===== src/rtl/bus_pkg.sv =====
// rtl/bus_pkg.sv - shared types, slave-select constants and address decode for bus_arbiter_ctrl
package bus_pkg;

  typedef enum logic [1:0] {
    ST_IDLE = 2'd0,
    ST_ADDR = 2'd1,
    ST_WAIT = 2'd2,
    ST_DONE = 2'd3
  } bus_state_t;

  localparam logic [2:0] SL_NONE     = 3'b000;
  localparam logic [2:0] SL_S0       = 3'b001;
  localparam logic [2:0] SL_S1       = 3'b010;
  localparam logic [2:0] SL_S2       = 3'b100;
  localparam logic [1:0] SL_UNMAPPED = 2'b11;

  typedef struct packed {
    logic       mapped;
    logic [2:0] sel;
  } sl_dec_t;

  // Takes the top two address bits; the unmapped region yields no select at all.
  function automatic sl_dec_t decode_sl(input logic [1:0] addr_hi);
    sl_dec_t d;
    d.mapped = 1'b1;
    d.sel    = SL_NONE;
    case (addr_hi)
      2'b00:       d.sel = SL_S0;
      2'b01:       d.sel = SL_S1;
      2'b10:       d.sel = SL_S2;
      SL_UNMAPPED: d.mapped = 1'b0;
      default:     d.mapped = 1'b0;
    endcase
    return d;
  endfunction

endpackage


===== src/rtl/bus_arbiter_ctrl_rr_arb2.sv =====
// rtl/bus_arbiter_ctrl_rr_arb2.sv - combinational two-way round-robin grant
// prio_i selects which master wins a tie; a lone requester always wins.
module rr_arb2 (
  input  logic [1:0] req_i,
  input  logic       prio_i,
  output logic [1:0] gnt_o
);

  always_comb begin
    gnt_o    = 2'b00;
    gnt_o[0] = req_i[0] & (~req_i[1] | ~prio_i);
    gnt_o[1] = req_i[1] & (~req_i[0] |  prio_i);
  end

endmodule


===== src/rtl/bus_arbiter_ctrl.sv =====
// rtl/bus_arbiter_ctrl.sv - two-master System_BUS arbiter and transaction sequencer
// Optional WAIT timeout when BUS_TIMEOUT_EN is defined.
module bus_arbiter_ctrl
  import bus_pkg::*;
#(
  parameter int ADDR_W      = 16,
  parameter int DATA_W      = 8,
  parameter int TIMEOUT_CYC = 16
) (
  input  logic              clk,
  input  logic              rstn,
  input  logic              m0_req,
  input  logic              m1_req,
  input  logic [ADDR_W-1:0] m0_addr,
  input  logic [ADDR_W-1:0] m1_addr,
  input  logic [DATA_W-1:0] m0_wdata,
  input  logic [DATA_W-1:0] m1_wdata,
  input  logic              m0_mode,
  input  logic              m1_mode,
  output logic [1:0]        m_grant,
  output logic [1:0]        m_done,
  output logic [DATA_W-1:0] m_rdata,
  output logic              m_err,
  output logic [ADDR_W-1:0] address,
  output logic [DATA_W-1:0] wdata,
  output logic              mode_in,
  output logic              valid,
  output logic [2:0]        sl,
  input  logic              sl_valid,
  input  logic [DATA_W-1:0] sl_rdata
);

  if (TIMEOUT_CYC < 2 || TIMEOUT_CYC > 255) begin : g_bad_timeout
    $error("TIMEOUT_CYC must be within 2..255");
  end

  bus_state_t        state_q;
  logic              prio_q;
  logic [1:0]        grant_q;
  logic [1:0]        done_q;
  logic [DATA_W-1:0] rdata_q;
  logic              err_q;
  logic [ADDR_W-1:0] address_q;
  logic [DATA_W-1:0] wdata_q;
  logic              mode_q;
  logic              valid_q;
  logic [2:0]        sl_q;
`ifdef BUS_TIMEOUT_EN
  logic [7:0]        cnt_q;
`endif

  logic [1:0]        arb_gnt;
  logic [ADDR_W-1:0] sel_addr;
  logic [DATA_W-1:0] sel_wdata;
  logic              sel_mode;
  sl_dec_t           sel_dec;

  rr_arb2 u_rr_arb2 (
    .req_i  ({m1_req, m0_req}),
    .prio_i (prio_q),
    .gnt_o  (arb_gnt)
  );

  always_comb begin
    sel_addr  = arb_gnt[1] ? m1_addr  : m0_addr;
    sel_wdata = arb_gnt[1] ? m1_wdata : m0_wdata;
    sel_mode  = arb_gnt[1] ? m1_mode  : m0_mode;
    sel_dec   = decode_sl(sel_addr[ADDR_W-1:ADDR_W-2]);
  end

  always_ff @(posedge clk or negedge rstn) begin
    if (!rstn) begin
      state_q   <= ST_IDLE;
      prio_q    <= 1'b0;
      grant_q   <= 2'b00;
      done_q    <= 2'b00;
      rdata_q   <= '0;
      err_q     <= 1'b0;
      address_q <= '0;
      wdata_q   <= '0;
      mode_q    <= 1'b0;
      valid_q   <= 1'b0;
      sl_q      <= SL_NONE;
`ifdef BUS_TIMEOUT_EN
      cnt_q     <= 8'd0;
`endif
    end else begin
      case (state_q)
        ST_IDLE: begin
          if (m0_req || m1_req) begin
            grant_q <= arb_gnt;
            if (sel_dec.mapped) begin
              address_q <= sel_addr;
              wdata_q   <= sel_wdata;
              mode_q    <= sel_mode;
              sl_q      <= sel_dec.sel;
              valid_q   <= 1'b1;
              state_q   <= ST_ADDR;
`ifdef BUS_TIMEOUT_EN
              cnt_q     <= 8'd0;
`endif
            end else begin
              // Unmapped target completes straight away without touching the bus.
              done_q  <= arb_gnt;
              err_q   <= 1'b1;
              rdata_q <= '0;
              state_q <= ST_DONE;
            end
          end
        end

        ST_ADDR: begin
          valid_q <= 1'b0;
          state_q <= ST_WAIT;
        end

        ST_WAIT: begin
          if (sl_valid) begin
            rdata_q <= mode_q ? '0 : sl_rdata;
            err_q   <= 1'b0;
            done_q  <= grant_q;
            sl_q    <= SL_NONE;
            state_q <= ST_DONE;
          end
`ifdef BUS_TIMEOUT_EN
          else if (cnt_q == 8'(TIMEOUT_CYC - 1)) begin
            rdata_q <= '0;
            err_q   <= 1'b1;
            done_q  <= grant_q;
            sl_q    <= SL_NONE;
            state_q <= ST_DONE;
          end else begin
            cnt_q <= cnt_q + 8'd1;
          end
`endif
        end

        ST_DONE: begin
          // Priority goes to whichever master was not just served.
          prio_q    <= grant_q[0];
          grant_q   <= 2'b00;
          done_q    <= 2'b00;
          err_q     <= 1'b0;
          address_q <= '0;
          wdata_q   <= '0;
          mode_q    <= 1'b0;
          valid_q   <= 1'b0;
          sl_q      <= SL_NONE;
          state_q   <= ST_IDLE;
        end

        default: state_q <= ST_IDLE;
      endcase
    end
  end

  assign m_grant = grant_q;
  assign m_done  = done_q;
  assign m_rdata = rdata_q;
  assign m_err   = err_q;
  assign address = address_q;
  assign wdata   = wdata_q;
  assign mode_in = mode_q;
  assign valid   = valid_q;
  assign sl      = sl_q;

endmodule


===== config.mk =====
export PLATFORM = sky130hd
export DESIGN_NAME = bus_arbiter_ctrl
export DESIGN_NICKNAME = d
export VERILOG_FILES = /design/src/rtl/bus_pkg.sv /design/src/rtl/bus_arbiter_ctrl_rr_arb2.sv /design/src/rtl/bus_arbiter_ctrl.sv
export SDC_FILE = /design/constraint.sdc
export NUM_CORES = 1
export LEC_CHECK = 0
export ABC_AREA = 1
export BUFFER_PORTS_ARGS = -buffer_cell sky130_fd_sc_hd__buf_2
export CORE_AREA = 2 2 80 82
export CTS_CLUSTER_SIZE = 40
export DETAILED_ROUTE_END_ITERATION = 10
export DIE_AREA = 0 0 82 84
export HOLD_SLACK_MARGIN = 0.12
export PLACE_DENSITY = 0.82
export SLEW_MARGIN = 20
export SYNTH_ARGS = -nofsm -noshare
export SYNTH_HDL_FRONTEND = slang
export SYNTH_HIERARCHICAL = 1
export SYNTH_SLANG_ARGS = --single-unit

===== constraint.sdc =====
create_clock -name clk -period 1.7 [get_ports clk]
set_clock_uncertainty 0.2 [all_clocks]
set_input_delay 0.17 -clock clk [delete_from_list [all_inputs] [get_ports clk]]
set_output_delay 0.17 -clock clk [all_outputs]
set_load 0.02 [all_outputs]

==> impl_metrics.env <==
export IMPL_ios=105
export IMPL_num_rows=29
export IMPL_final_cell_mix="nand2_1 (130), buf_2 (104), dlygate4sd3_1 (60)"
export IMPL_postRouteAntennaNets=0
export IMPL_area_growth_pct=72.7
export IMPL_port_buffers=104
export IMPL_end_kind="register"
export IMPL_fin_nets=612
export IMPL_gp_congestion=0.932
export IMPL_synth_top_area_share_pct=43.8
export IMPL_antenna_found_initial=0
export IMPL_clockBufferDepth=2
export IMPL_seq_area_frac_synth_pct=43.8
export IMPL_diodes=0
export IMPL_finalWorstSetupSlack_ns=-0.147
export IMPL_pre_cts_ws_ns=-0.0970
export IMPL_cts_sinks=45
export IMPL_grt_max_degree=26
export IMPL_wirelength_mm=11.9
export IMPL_drtIter0Drc=468
export IMPL_crit_fanout=6
export IMPL_slew_headroom_pct=64.4
export IMPL_finalPower_uw=8520
export IMPL_die_x_um=82
export IMPL_clock_root_buffer="clkbuf_8"
export IMPL_power_density_nw_per_um2=1920
export IMPL_cp_cell_sequence="inv_2 -> ha_4 -> nand2_8 -> inv_8 -> nor2_8 -> buf_6 -> buf_6 -> nand3_1 -> nand2_1"
export IMPL_critPathRequiredTime_ns=1.68
export IMPL_synthTopCellsByArea="dfrtp_1 (44%), nand2_1 (21%), nand3_1 (8.2%)"
export IMPL_vias=3484
export IMPL_cts_tree="built"
export IMPL_fmax_ghz=0.542
export IMPL_grt_pass1_wl_mm=15.1
export IMPL_rsz0062_at_grt="yes"
export IMPL_synth_compound_area_share_pct=6.67
export IMPL_synth_top_area_cell="dfrtp_1"
export IMPL_slowest_stage="dfrtp_1"
export IMPL_crit_arrival_ns=1.83
export IMPL_synth_area_um2=2570
export IMPL_initial_core_util_pct=42.1
export IMPL_drive_gt1_share_pct=38.6
export IMPL_drc=0
export IMPL_critPathMaxStageDelay_ns=0.43
export IMPL_synth_top_family_by_area="simple AND/OR/NAND/NOR gates"
export IMPL_syn_mean_instance_area_um2=7.40
export IMPL_wire_per_inst_um=19.3
export IMPL_setup_viol_count_final=38
export IMPL_grt_overflow=0
export IMPL_ys_types=23
export IMPL_criticalPathCategory="reg -> reg"
export IMPL_ys_warn_count=6
export IMPL_syn_num_nets=417
export IMPL_synth_fa_ha_area_share_pct=3.41
export IMPL_synthXorXnorAreaFrac_pct=0
export IMPL_die_area_um2=6890
export IMPL_hold_violations=0
export IMPL_netlist_instances=347
export IMPL_dpl_hpwl_mm=5.17
export IMPL_cts_made_buffers=5
export IMPL_tightest_slew_ns=0.534
export IMPL_drv_cap=0
export IMPL_cpMostUsedCell="buf_6"
export IMPL_clk_latency_ns=0.31
export IMPL_worstHoldPathType="in -> reg"
export IMPL_status="complete, but fails checks"
export IMPL_synth_simple_area_share_pct=38.0
export IMPL_cts_max_level=2
export IMPL_mostFrequentLayoutCell="nand2_1"
export IMPL_slew_violations=0
export IMPL_core_area_um2=6100
export IMPL_min_period_ns=1.85
export IMPL_start_kind="register"
export IMPL_violations="negative setup slack"
export IMPL_vias_per_cell=5.63
export IMPL_path_clk_slew_ns=0.10
export IMPL_synth_area_mux_share_pct=0
export IMPL_utilization_pct=72.8
export IMPL_peakVddDrop_mv=0.972
export IMPL_nFillCells=362
export IMPL_grt_pass1_vias=3283
export IMPL_synth_seq_cells=45
export IMPL_track_usage_pct=28.6
export IMPL_p_leak_uw=0.00238
export IMPL_firstDrtPassIters=5
export IMPL_fin_crit_sh_pct=109
export IMPL_die_h_um=84
synthesized netlist by cell type, drive strengths merged:
cell type and number:
o22ai 1, nand3 43, nor3 1, a21oi 30, clkbuf 2, inv 22, dfrtp 45, nand2 152
buf 15, nand4 2, o21ai 3, nor2 24, ha 7
path summary, 6_finish.rpt:
check | cells past startpoint | slack (ns) | end | from
worst min register to register | 2 | 0.27 | wdata[3]$_DFFE_PN0P_ | wdata[3]$_DFFE_PN0P_
min in group asynchronous | 2 | 0.17 | m_grant[1]$_DFFE_PN0P_ | rstn
worst max-delay path | 9 | -0.15 | address[15]$_DFFE_PN0P_ | state_q[0]$_DFFE_PN0P_
worst max register to register | 9 | -0.15 | address[15]$_DFFE_PN0P_ | state_q[0]$_DFFE_PN0P_
max in group asynchronous | 3 | 0.59 | address[14]$_DFFE_PN0P_ | rstn
worst min-delay path | 6 | 0.16 | sl[2]$_DFFE_PN0P_ | m0_addr[14]
cell type report:
cell class / instances / area [um^2] / share of cell area [%]
clock buffers: 5 / 68.8 / 1.55
clock inverters: 2 / 35.0 / 0.790
multi-input cells: 265 / 1500 / 33.7
inverters: 22 / 92.6 / 2.09
flip-flops and latches: 45 / 1130 / 25.4
well taps: 77 / 96.3 / 2.17
repair buffers: 203 / 1520 / 34.3
through the flow:
step                      std cells  area [um^2]  hold slack, ns  TNS, ns
final                           619         4440           0.162    -2.95
after global routing            619         4440           0.165    -5.23
after CTS                       603         4010           0.131   -0.201
after detailed placement        536         3290         -0.0338    -2.38
after global placement          536         3290         -0.0420   -0.839
after floorplan                 347         2580          -0.326        0
routing by layer:
metal / vias up / global-route usage [%] / wire length (um)
met5: - / 0 / 0
met4: 0 / 16.4 / 921
met3: 105 / 5.41 / 1260
met2: 325 / 50.2 / 5800
met1: 1572 / 31.1 / 3950
li1: 1482 / - / -
power by group:
part | switching (uW) | internal, uW | leakage [uW] | total, uW
logic | 3580 | 2260 | 0.00175 | 5840
clock network | 389 | 428 | 0.0000540 | 818
registers | 313 | 1560 | 0.000577 | 1870
worst max-delay path: cells and delay by family, from the launching register on:
family / cells / cell delay (ns)
DFF: 1 / 0.43
buffers and inverters: 4 / 0.52
adders and majority gates: 1 / 0.26
and+or+nand+nor: 4 / 0.32
sequential cells by signal, indices dropped and copies added (netlist names), 2 cells and up:
signal,cells
address,16
m_done,2
m_grant,2
m_rdata,8
sl,3
state_q,2
wdata,8
logic make-up after synthesis:
family,after synthesis
buffers and inverters,39
AOI/OAI and AO/OA,34
adders and majority gates,7
DFF,45
and+or+nand+nor,222
what timing repair did:
item / CTS / global route
setup buffers: 0 / 11
hold buffers: 60 / 0
endpoints found under the setup margin: 40 / 42
resized for setup: 4 / 59
endpoints found under the hold margin: 79 / 0
gates cloned: 0 / 5
pin swaps: 0 / 20
(Power assumes the default switching activity.)
